$ cat config.mk
export PLATFORM = sky130hd
export DESIGN_NAME = led_effect_sequencer
export DESIGN_NICKNAME = d
export VERILOG_FILES = /design/src/rtl/led_seq_pkg.sv /design/src/rtl/led_seq_table.sv /design/src/rtl/led_effect_sequencer.sv
export SDC_FILE = /design/constraint.sdc
export NUM_CORES = 1
export LEC_CHECK = 0
export CELL_PAD_IN_SITES_DETAIL_PLACEMENT = 0
export CELL_PAD_IN_SITES_GLOBAL_PLACEMENT = 2
export CORE_ASPECT_RATIO = 0.6
export CORE_MARGIN = 1
export CORE_UTILIZATION = 46
export DETAILED_ROUTE_END_ITERATION = 10
export DONT_BUFFER_PORTS = 1
export PLACE_DENSITY = 0.76
export SLEW_MARGIN = 20
export SYNTH_ARGS = -nofsm -noshare
export SYNTH_HDL_FRONTEND = slang
export SYNTH_SLANG_ARGS = --single-unit
$ cat constraint.sdc
create_clock -name clk -period 18.9 [get_ports clk]
set_clock_uncertainty 0.05 [all_clocks]
set_input_delay 3.78 -clock clk [delete_from_list [all_inputs] [get_ports clk]]
set_output_delay 3.78 -clock clk [all_outputs]
set_load 0.05 [all_outputs]
$ cat src/rtl/led_seq_pkg.sv
// Shared types and constants for the LED effect sequencer.
package led_seq_pkg;

  localparam int TMR_W = 32;

  typedef enum logic [2:0] {
    IDLE,
    CLEAR,
    LOAD,
    WAIT,
    NEXT
  } state_t;

  function automatic int step_w(input int n);
    return (n > 1) ? $clog2(n) : 1;
  endfunction

endpackage

$ cat src/rtl/led_seq_table.sv
// Pattern/duration register file: one sync write port, one comb read port.
module led_seq_table
  import led_seq_pkg::*;
#(
  parameter int N_LEDS  = 8,
  parameter int N_STEPS = 8,
  parameter int STEP_W  = 3
) (
  input  logic              clk,
  input  logic              reset,
  input  logic              we,
  input  logic [STEP_W-1:0] waddr,
  input  logic [N_LEDS-1:0] wpattern,
  input  logic [TMR_W-1:0]  wduration,
  input  logic [STEP_W-1:0] raddr,
  output logic [N_LEDS-1:0] rpattern,
  output logic [TMR_W-1:0]  rduration
);

  logic [N_LEDS-1:0] pattern  [N_STEPS];
  logic [TMR_W-1:0]  duration [N_STEPS];

  always_ff @(posedge clk or posedge reset) begin
    if (reset) begin
      for (int i = 0; i < N_STEPS; i++) begin
        pattern[i]  <= '0;
        duration[i] <= '0;
      end
    end else if (we) begin
      pattern[waddr]  <= wpattern;
      duration[waddr] <= wduration;
    end
  end

  assign rpattern  = pattern[raddr];
  assign rduration = duration[raddr];

endmodule

$ cat src/rtl/led_effect_sequencer.sv
// Step sequencer driving LEDs from a (pattern, duration) table via a timer.
// Define LED_SEQ_LOOP_EN to honour the loop input; otherwise runs are one-shot.
module led_effect_sequencer
  import led_seq_pkg::*;
#(
  parameter  int N_LEDS  = 8,
  parameter  int N_STEPS = 8,
  localparam int STEP_W  = step_w(N_STEPS)
) (
  input  logic              clk,
  input  logic              reset,
  input  logic              cfg_we,
  input  logic [STEP_W-1:0] cfg_addr,
  input  logic [N_LEDS-1:0] cfg_pattern,
  input  logic [TMR_W-1:0]  cfg_duration,
  input  logic [STEP_W-1:0] cfg_last,
  input  logic              loop,
  input  logic              start,
  input  logic              stop,
  output logic              tmr_reset,
  output logic [TMR_W-1:0]  tmr_limit,
  output logic              tmr_limit_we,
  output logic              tmr_enable,
  input  logic              tmr_done,
  output logic [N_LEDS-1:0] leds,
  output logic [STEP_W-1:0] step_idx,
  output logic              busy,
  output logic              seq_done
);

  localparam logic [STEP_W:0] LAST_MAX = (STEP_W+1)'(N_STEPS - 1);

  state_t            state, state_n;
  logic [STEP_W-1:0] idx_n;
  logic [STEP_W-1:0] last_q;
  logic              loop_q;
  logic              loop_en;
  logic              last_step;
  logic              abort;
  logic              done_n;
  logic [N_LEDS-1:0] rd_pattern;
  logic [TMR_W-1:0]  rd_duration;

  led_seq_table #(
    .N_LEDS  (N_LEDS),
    .N_STEPS (N_STEPS),
    .STEP_W  (STEP_W)
  ) u_table (
    .clk       (clk),
    .reset     (reset),
    .we        (cfg_we),
    .waddr     (cfg_addr),
    .wpattern  (cfg_pattern),
    .wduration (cfg_duration),
    .raddr     (step_idx),
    .rpattern  (rd_pattern),
    .rduration (rd_duration)
  );

`ifdef LED_SEQ_LOOP_EN
  assign loop_en = loop_q;
`else
  logic unused_loop;
  assign unused_loop = loop_q;
  assign loop_en     = 1'b0;
`endif

  assign abort     = stop && (state != IDLE);
  assign last_step = (step_idx >= last_q);

  always_comb begin
    state_n = state;
    idx_n   = step_idx;
    done_n  = 1'b0;
    unique case (state)
      IDLE: begin
        if (start && !stop) begin
          state_n = CLEAR;
          idx_n   = '0;
        end
      end
      CLEAR: state_n = LOAD;
      LOAD:  state_n = WAIT;
      WAIT: begin
        if (tmr_done) state_n = NEXT;
      end
      NEXT: begin
        if (!last_step) begin
          idx_n   = step_idx + 1'b1;
          state_n = CLEAR;
        end else if (loop_en) begin
          idx_n   = '0;
          state_n = CLEAR;
        end else begin
          state_n = IDLE;
          done_n  = 1'b1;
        end
      end
      default: state_n = IDLE;
    endcase
    // stop overrides every other transition, including tmr_done
    if (abort) begin
      state_n = IDLE;
      idx_n   = step_idx;
      done_n  = 1'b0;
    end
  end

  always_ff @(posedge clk or posedge reset) begin
    if (reset) begin
      state        <= IDLE;
      step_idx     <= '0;
      last_q       <= '0;
      loop_q       <= 1'b0;
      busy         <= 1'b0;
      seq_done     <= 1'b0;
      tmr_reset    <= 1'b0;
      tmr_limit_we <= 1'b0;
      tmr_enable   <= 1'b0;
      tmr_limit    <= '0;
      leds         <= '0;
    end else begin
      state        <= state_n;
      step_idx     <= idx_n;
      busy         <= (state_n != IDLE);
      seq_done     <= done_n;
      tmr_reset    <= (state_n == CLEAR);
      tmr_limit_we <= (state_n == LOAD);
      tmr_enable   <= (state_n == WAIT);
      if (state == IDLE && state_n == CLEAR) begin
        loop_q <= loop;
        if ({1'b0, cfg_last} > LAST_MAX) last_q <= LAST_MAX[STEP_W-1:0];
        else                             last_q <= cfg_last;
      end
      if (state_n == LOAD)  tmr_limit <= rd_duration;
      else if (abort)       tmr_limit <= '0;
      if (abort)            leds <= '0;
      else if (state == LOAD) leds <= rd_pattern;
    end
  end

endmodule

==> summary.md <==
| Metric | Value |
|---|---|
| Largest net degree at the start of global routing | `182` |
| Hold Fails Final Rpt | `0` |
| Gr usage total | `21.5%` |
| Leak pwr | `7.28 nW` |
| CTS tree | `built` |
| Flop pwr share | `52.5%` |
| Vias in the first global route | `9740` |
| Worst min-delay path class | `register to register` |
| Pwr dens | `118 nW/µm²` |
| Crit-path max FO | `22` |
| Number of antenna-violating nets in the routed design | `0` |
| Comb pwr share | `13.1%` |
| Max-slew violations | `0` |
| CTS Root Cell | `clkbuf_16` |
| Crit path capture type | `output pin` |
| Post-DP HPWL | `19500 µm` |
| Ratio of cells with drive above 1 in the final layout | `37.5%` |
| Vias per Instance | `5.84` |
| Cts bufs inserted | `37` |
| Most common cell after layout, fill and taps aside | `dfrtp_1` |
| Max-cap violations | `0` |
| Levels on crit path | `0` |
| Unrepaired setup endpoints after global routing | `no` |
| GRT overflow | `0` |
| CORE AREA | `35000 µm²` |
| Final cell count without fillers | `1578` |
| Required @ worst endpoint | `15070 ps` |
| Fillcell total | `2963` |
| Met1 Routed Length | `17500 µm` |
| Number of DRC markers in iteration 0 | `478` |
| PortBufs | `0` |
| Hold Buf Count CTS | `0` |
| Drt drc | `0` |
| Ports | `101` |
| Period utilization | `28.3%` |
| Critical Path Start Type | `register` |
| Worst-margin pin slew | `1110 ps` |
| Syn Std Cell Area | `16300 µm²` |
| Slew headroom | `26.0%` |
| Max layer used | `met4` |
| Total length of routed met3 wires | `1530 µm` |
| Distinct cells, synth | `36` |
| Drt pass-1 iters | `6` |
| Sw Pwr | `0.000561 W` |
| Die height | `148 µm` |
| Initial antenna violation count | `0` |
| Routability cong. | `0.710` |
| Nets | `1142` |
| DR WL/cell | `23.8 µm` |
| Max IR drop VDD | `0.0728 mV` |
| Clock power frac | `34.4%` |
| Setup slack, reg-to-reg | `15700 ps` |
| Flops & latches, synth | `374` |
| R2R Path End | `step_idx[0]` |
| Syn Inst Count | `1105` |
| Most frequent cells in the layout | `dfrtp_1 (372), mux2_2 (313), mux2i_1 (129)` |
| Clk Latency, worst-skew pair | `520 ps` |
| Worst hold start | `u_table.duration[248]` |
| Number of antenna diodes | `0` |
| Die area | `36300 µm²` |
| CP Data Arrival Time | `1520 ps` |
| Syn. warnings | `0` |
| Routed WL | `37500 µm` |
| Post-Synthesis Net Count | `1162` |
| Site Rows | `53` |
| Sequential area share after synthesis | `57.3%` |
| Via Count | `9216` |
| Reg clk slew, reported paths | `60 ps` |
| Critical path launch point | `step_idx[0]` |
| Area growth syn-to-layout | `9.96%` |
| Crit Path Class | `register to output pin` |
| FMAX | `187 MHz` |
| R2R depth | `6` |
| Die width | `245 µm` |
| Wire length on met2 | `18000 µm` |
| CTS sink cnt | `374` |
| Critical R2R Launch | `step_idx[1]` |
| Mean post-synth cell area | `14.8 µm²` |
| Setup crit end | `step_idx[0]` |
| Postcts setup bufs | `0` |
| Int Pwr | `0.00157 W` |
| Final setup viols | `0` |
| Status | `complete, no violations` |
| First-pass GRT wire length | `59400 µm` |
| Htree depth | `2` |
| TNS Setup | `0 ps` |
| Overall Power | `0.00213 W` |
| Fin crit period | `5350 ps` |
| Fraction of power spent switching nets | `26.4%` |
| Post-cts resize count | `0` |
| CTS Buffer Depth | `3` |
| Placed cells | `1513` |
| Initial Utilization | `46.7%` |
==> how the worst min path moves through the flow <==
stage | endpoint | slack [ps] | depth (start not counted)
finish | u_table.duration[248] | 440 | 1
global route | u_table.duration[122] | 460 | 1
CTS | u_table.duration[248] | 440 | 1
detailed placement | u_table.duration[248] | 420 | 1
global placement | u_table.duration[175] | 420 | 1
floorplan | u_table.duration[247] | 410 | 1
==> per-stage QoR <==
step	hold slack [ps]	instance area (µm²)	setup slack, ps	util (%)
finish	438	18000	13550	51.3
global route	465	18000	13420	51.3
CTS	439	18000	13480	51.3
detailed placement	424	16800	13290	47.9
global placement	417	16800	13300	47.9
floorplan	407	16300	4680	-
==> cell families after synthesis <==
kind of cell             Yosys count  synth area share (%)
flip-flops                       374                  57.3
buffers and inverters             82                  2.37
AO/OA/AOI/OAI                    119                  5.84
adder cells (fa/ha/maj)            4                 0.306
multiplexers                     469                  32.4
AND/OR/NAND/NOR                   57                  1.75
==> state kept, by name, summed over array words and instances (netlist names) <==
register          count
leds                  8
tmr_limit            32
busy                  1
u_table.pattern      64
state                 3
step_idx              3
tmr_enable            1
last_q                3
seq_done              1
u_table.duration    256
tmr_limit_we          1
tmr_reset             1
==> layout make-up <==
type	count	area, µm²	share of cell area (%)
flip-flops and latches	374	9360	52.1
multi-input cells	649	6650	37.0
clock buffers	58	1130	6.32
well taps	467	584	3.25
repair buffers	17	140	0.780
clock inverters	7	62.6	0.348
inverters	6	30.0	0.167
==> routing by layer <==
layer,up-vias,GRT usage [%]
met5,-,0
met4,0,4.41
met3,42,3.87
met2,131,34.7
met1,4947,30.4
li1,4096,-
==> power by group through the flow <==
| stage | clock network [W] | registers, W | logic [W] |
|---|---|---|---|
| 2_1_floorplan | 0 | 0.00110 | 0.000240 |
| 3_3_place_gp | 0 | 0.00113 | 0.000273 |
| 3_5_place_dp | 0 | 0.00113 | 0.000283 |
| 4_1_cts | 0.000752 | 0.00112 | 0.000284 |
| 5_1_grt | 0.000786 | 0.00114 | 0.000310 |
| 6_report | 0.000731 | 0.00112 | 0.000279 |
==> synth_stat cells <==
cell	instances	area, µm²
a21oi_1	3	15.0
a221oi_1	1	8.76
a22oi_1	72	541
a2bb2oi_1	1	8.76
a31oi_1	2	12.5
a32o_1	32	320
and2_1	1	6.26
and3_1	1	6.26
and3b_1	1	8.76
buf_1	8	30.0
buf_2	45	225
buf_4	6	45.0
clkbuf_1	16	60.1
clkbuf_2	1	5.00
dfrtp_1	374	9360
ha_1	4	50.1
inv_1	6	22.5
mux2_1	10	113
mux2_2	313	3520
mux2i_1	130	1300
mux4_2	16	360
nand2_1	22	82.6
nand2b_1	1	6.26
nand3_1	3	15.0
nand3b_1	1	7.51
nand4_1	1	6.26
nand4b_1	3	26.3
nor2_1	14	52.6
nor2b_1	2	12.5
nor3_1	3	15.0
nor3b_2	2	25.0
o21a_1	2	15.0
o21ai_0	5	25.0
o21ai_2	1	8.76
or2_2	1	6.26
or3b_1	1	8.76
Note: power is estimated with default switching activity, not from simulation.
==> edit, RTL diff (same flow settings) <==
Register the output `leds` once more, cleared by the reset; this adds one clock of latency there. The other outputs are not delayed to match.
--- a/src/rtl/led_effect_sequencer.sv
+++ b/src/rtl/led_effect_sequencer.sv
@@ -30,4 +30,6 @@
 
   localparam logic [STEP_W:0] LAST_MAX = (STEP_W+1)'(N_STEPS - 1);
+
+  logic [N_LEDS-1:0] leds_s0;
 
   state_t            state, state_n;
@@ -119,5 +121,5 @@
       tmr_enable   <= 1'b0;
       tmr_limit    <= '0;
-      leds         <= '0;
+      leds_s0      <= '0;
     end else begin
       state        <= state_n;
@@ -135,6 +137,14 @@
       if (state_n == LOAD)  tmr_limit <= rd_duration;
       else if (abort)       tmr_limit <= '0;
-      if (abort)            leds <= '0;
-      else if (state == LOAD) leds <= rd_pattern;
+      if (abort)            leds_s0 <= '0;
+      else if (state == LOAD) leds_s0 <= rd_pattern;
+    end
+  end
+
+  always_ff @(posedge clk or posedge reset) begin
+    if (reset) begin
+      leds <= '0;
+    end else begin
+      leds <= leds_s0;
     end
   end
Check against the original RTL: not equivalent (a bounded check fails within 4 cycles, from zero or initial values and one cycle with reset high).
==> edit against the original RTL <==
  * Sequential cell count rose by 8
  * Worst hold slack got worse by 110 ps
  * Global-route usage down 1.0 points
  * Worst setup slack lost 290 ps
  * Clock power rose by 8.5%
  * Wire length down 6.6%
  * Synthesized area unchanged
  * Combinational power is 6% lower
  * Sequential share of layout area up 0.80 points
  * Cell area grew 0.64%
  * Total power up 3.2%
  * Critical path depth grew 3
  * Critical endpoint is now u_table.pattern[43]
==> edit: results (changes against the original RTL) <==
total of fill cells in the finished design 2,876 (was 2,963); Seq/Total Area, Yosys 58.5% (was 57.3%); worst hold margin 327 ps (was 438 ps); hold wc startpoint leds_s0[5] (was u_table.duration[248]); share of cells above drive strength 1 46.2% (was 37.5%); met3 usage 4.50% (was 3.87%); pre-CTS setup slack 12,520 ps (was 13,290 ps); routability congestion estimate 0.678 (was 0.710); status finished clean (unchanged); number of DRC markers in iteration 0 563 (was 478); via count 8,662 (was 9,216); number of buffers created by CTS 38 (was 37); Vias/cell 5.73 (was 5.84); WL met3 1530 um (about the same); detailed placement HPWL 18,400 um (was 19,500 um); placed inst area 0.0168 mm^2 (about the same); worst vdd ir 0.0681 mV (was 0.0728 mV); syn nets 1,087 (was 1,162); Pleak 7.64 nW (was 7.28 nW); worst slew pin tran 1100 ps (was 1110 ps); final net count 1,076 (was 1,142); R2R Setup Slk 15,910 ps (was 15,700 ps); top post-synthesis cells by count 382 x dfrtp_1, 312 x mux2_2, 85 x nand2_1 (was 374 x dfrtp_1, 313 x mux2_2, 130 x mux2i_1); WL/cell 23.2 um (was 23.8 um); Synth area leaders dfrtp_1 59%, mux2_2 22%, mux4_2 11% (was dfrtp_1 57%, mux2_2 22%, mux2i_1 8.0%)
## edit: cell count changes in the layout (fill, tap and decap cells not counted), moves of 3 or more
cell and change:
a32o_1 -32, nor2_1 -7, mux2i_1 -128, dfrtp_1 +7, clkbuf_1 -3, a22oi_1 -31
bufinv_16 +3, mux4_2 +64, nand2_1 +63
## edit: final timing paths
kind / to / depth (start not counted)
max reg2reg: tmr_limit[30] / 4
min in group asynchronous: tmr_limit[8] / 1
max: u_table.pattern[43] / 3
min: leds[5] / 0
min reg2reg: leds[5] / 0
max in group clk: step_idx[0] / 0
## edit: cell type report
type	count	area, um^2	area share [%]
Sequential cell	382	9570	52.9
Clock buffer	55	1150	6.34
Clock inverter	12	173	0.955
Multi-Input combinational cell	576	6460	35.8
Tap cell	467	584	3.23
Timing Repair Buffer	15	113	0.623
Inverter	6	30.0	0.166
## edit: where the power goes
group / internal [mW] / switching [mW]
Clock: 0.476 / 0.316
Combinational: 0.173 / 0.0903
Sequential: 0.989 / 0.149
Total: 1.64 / 0.555
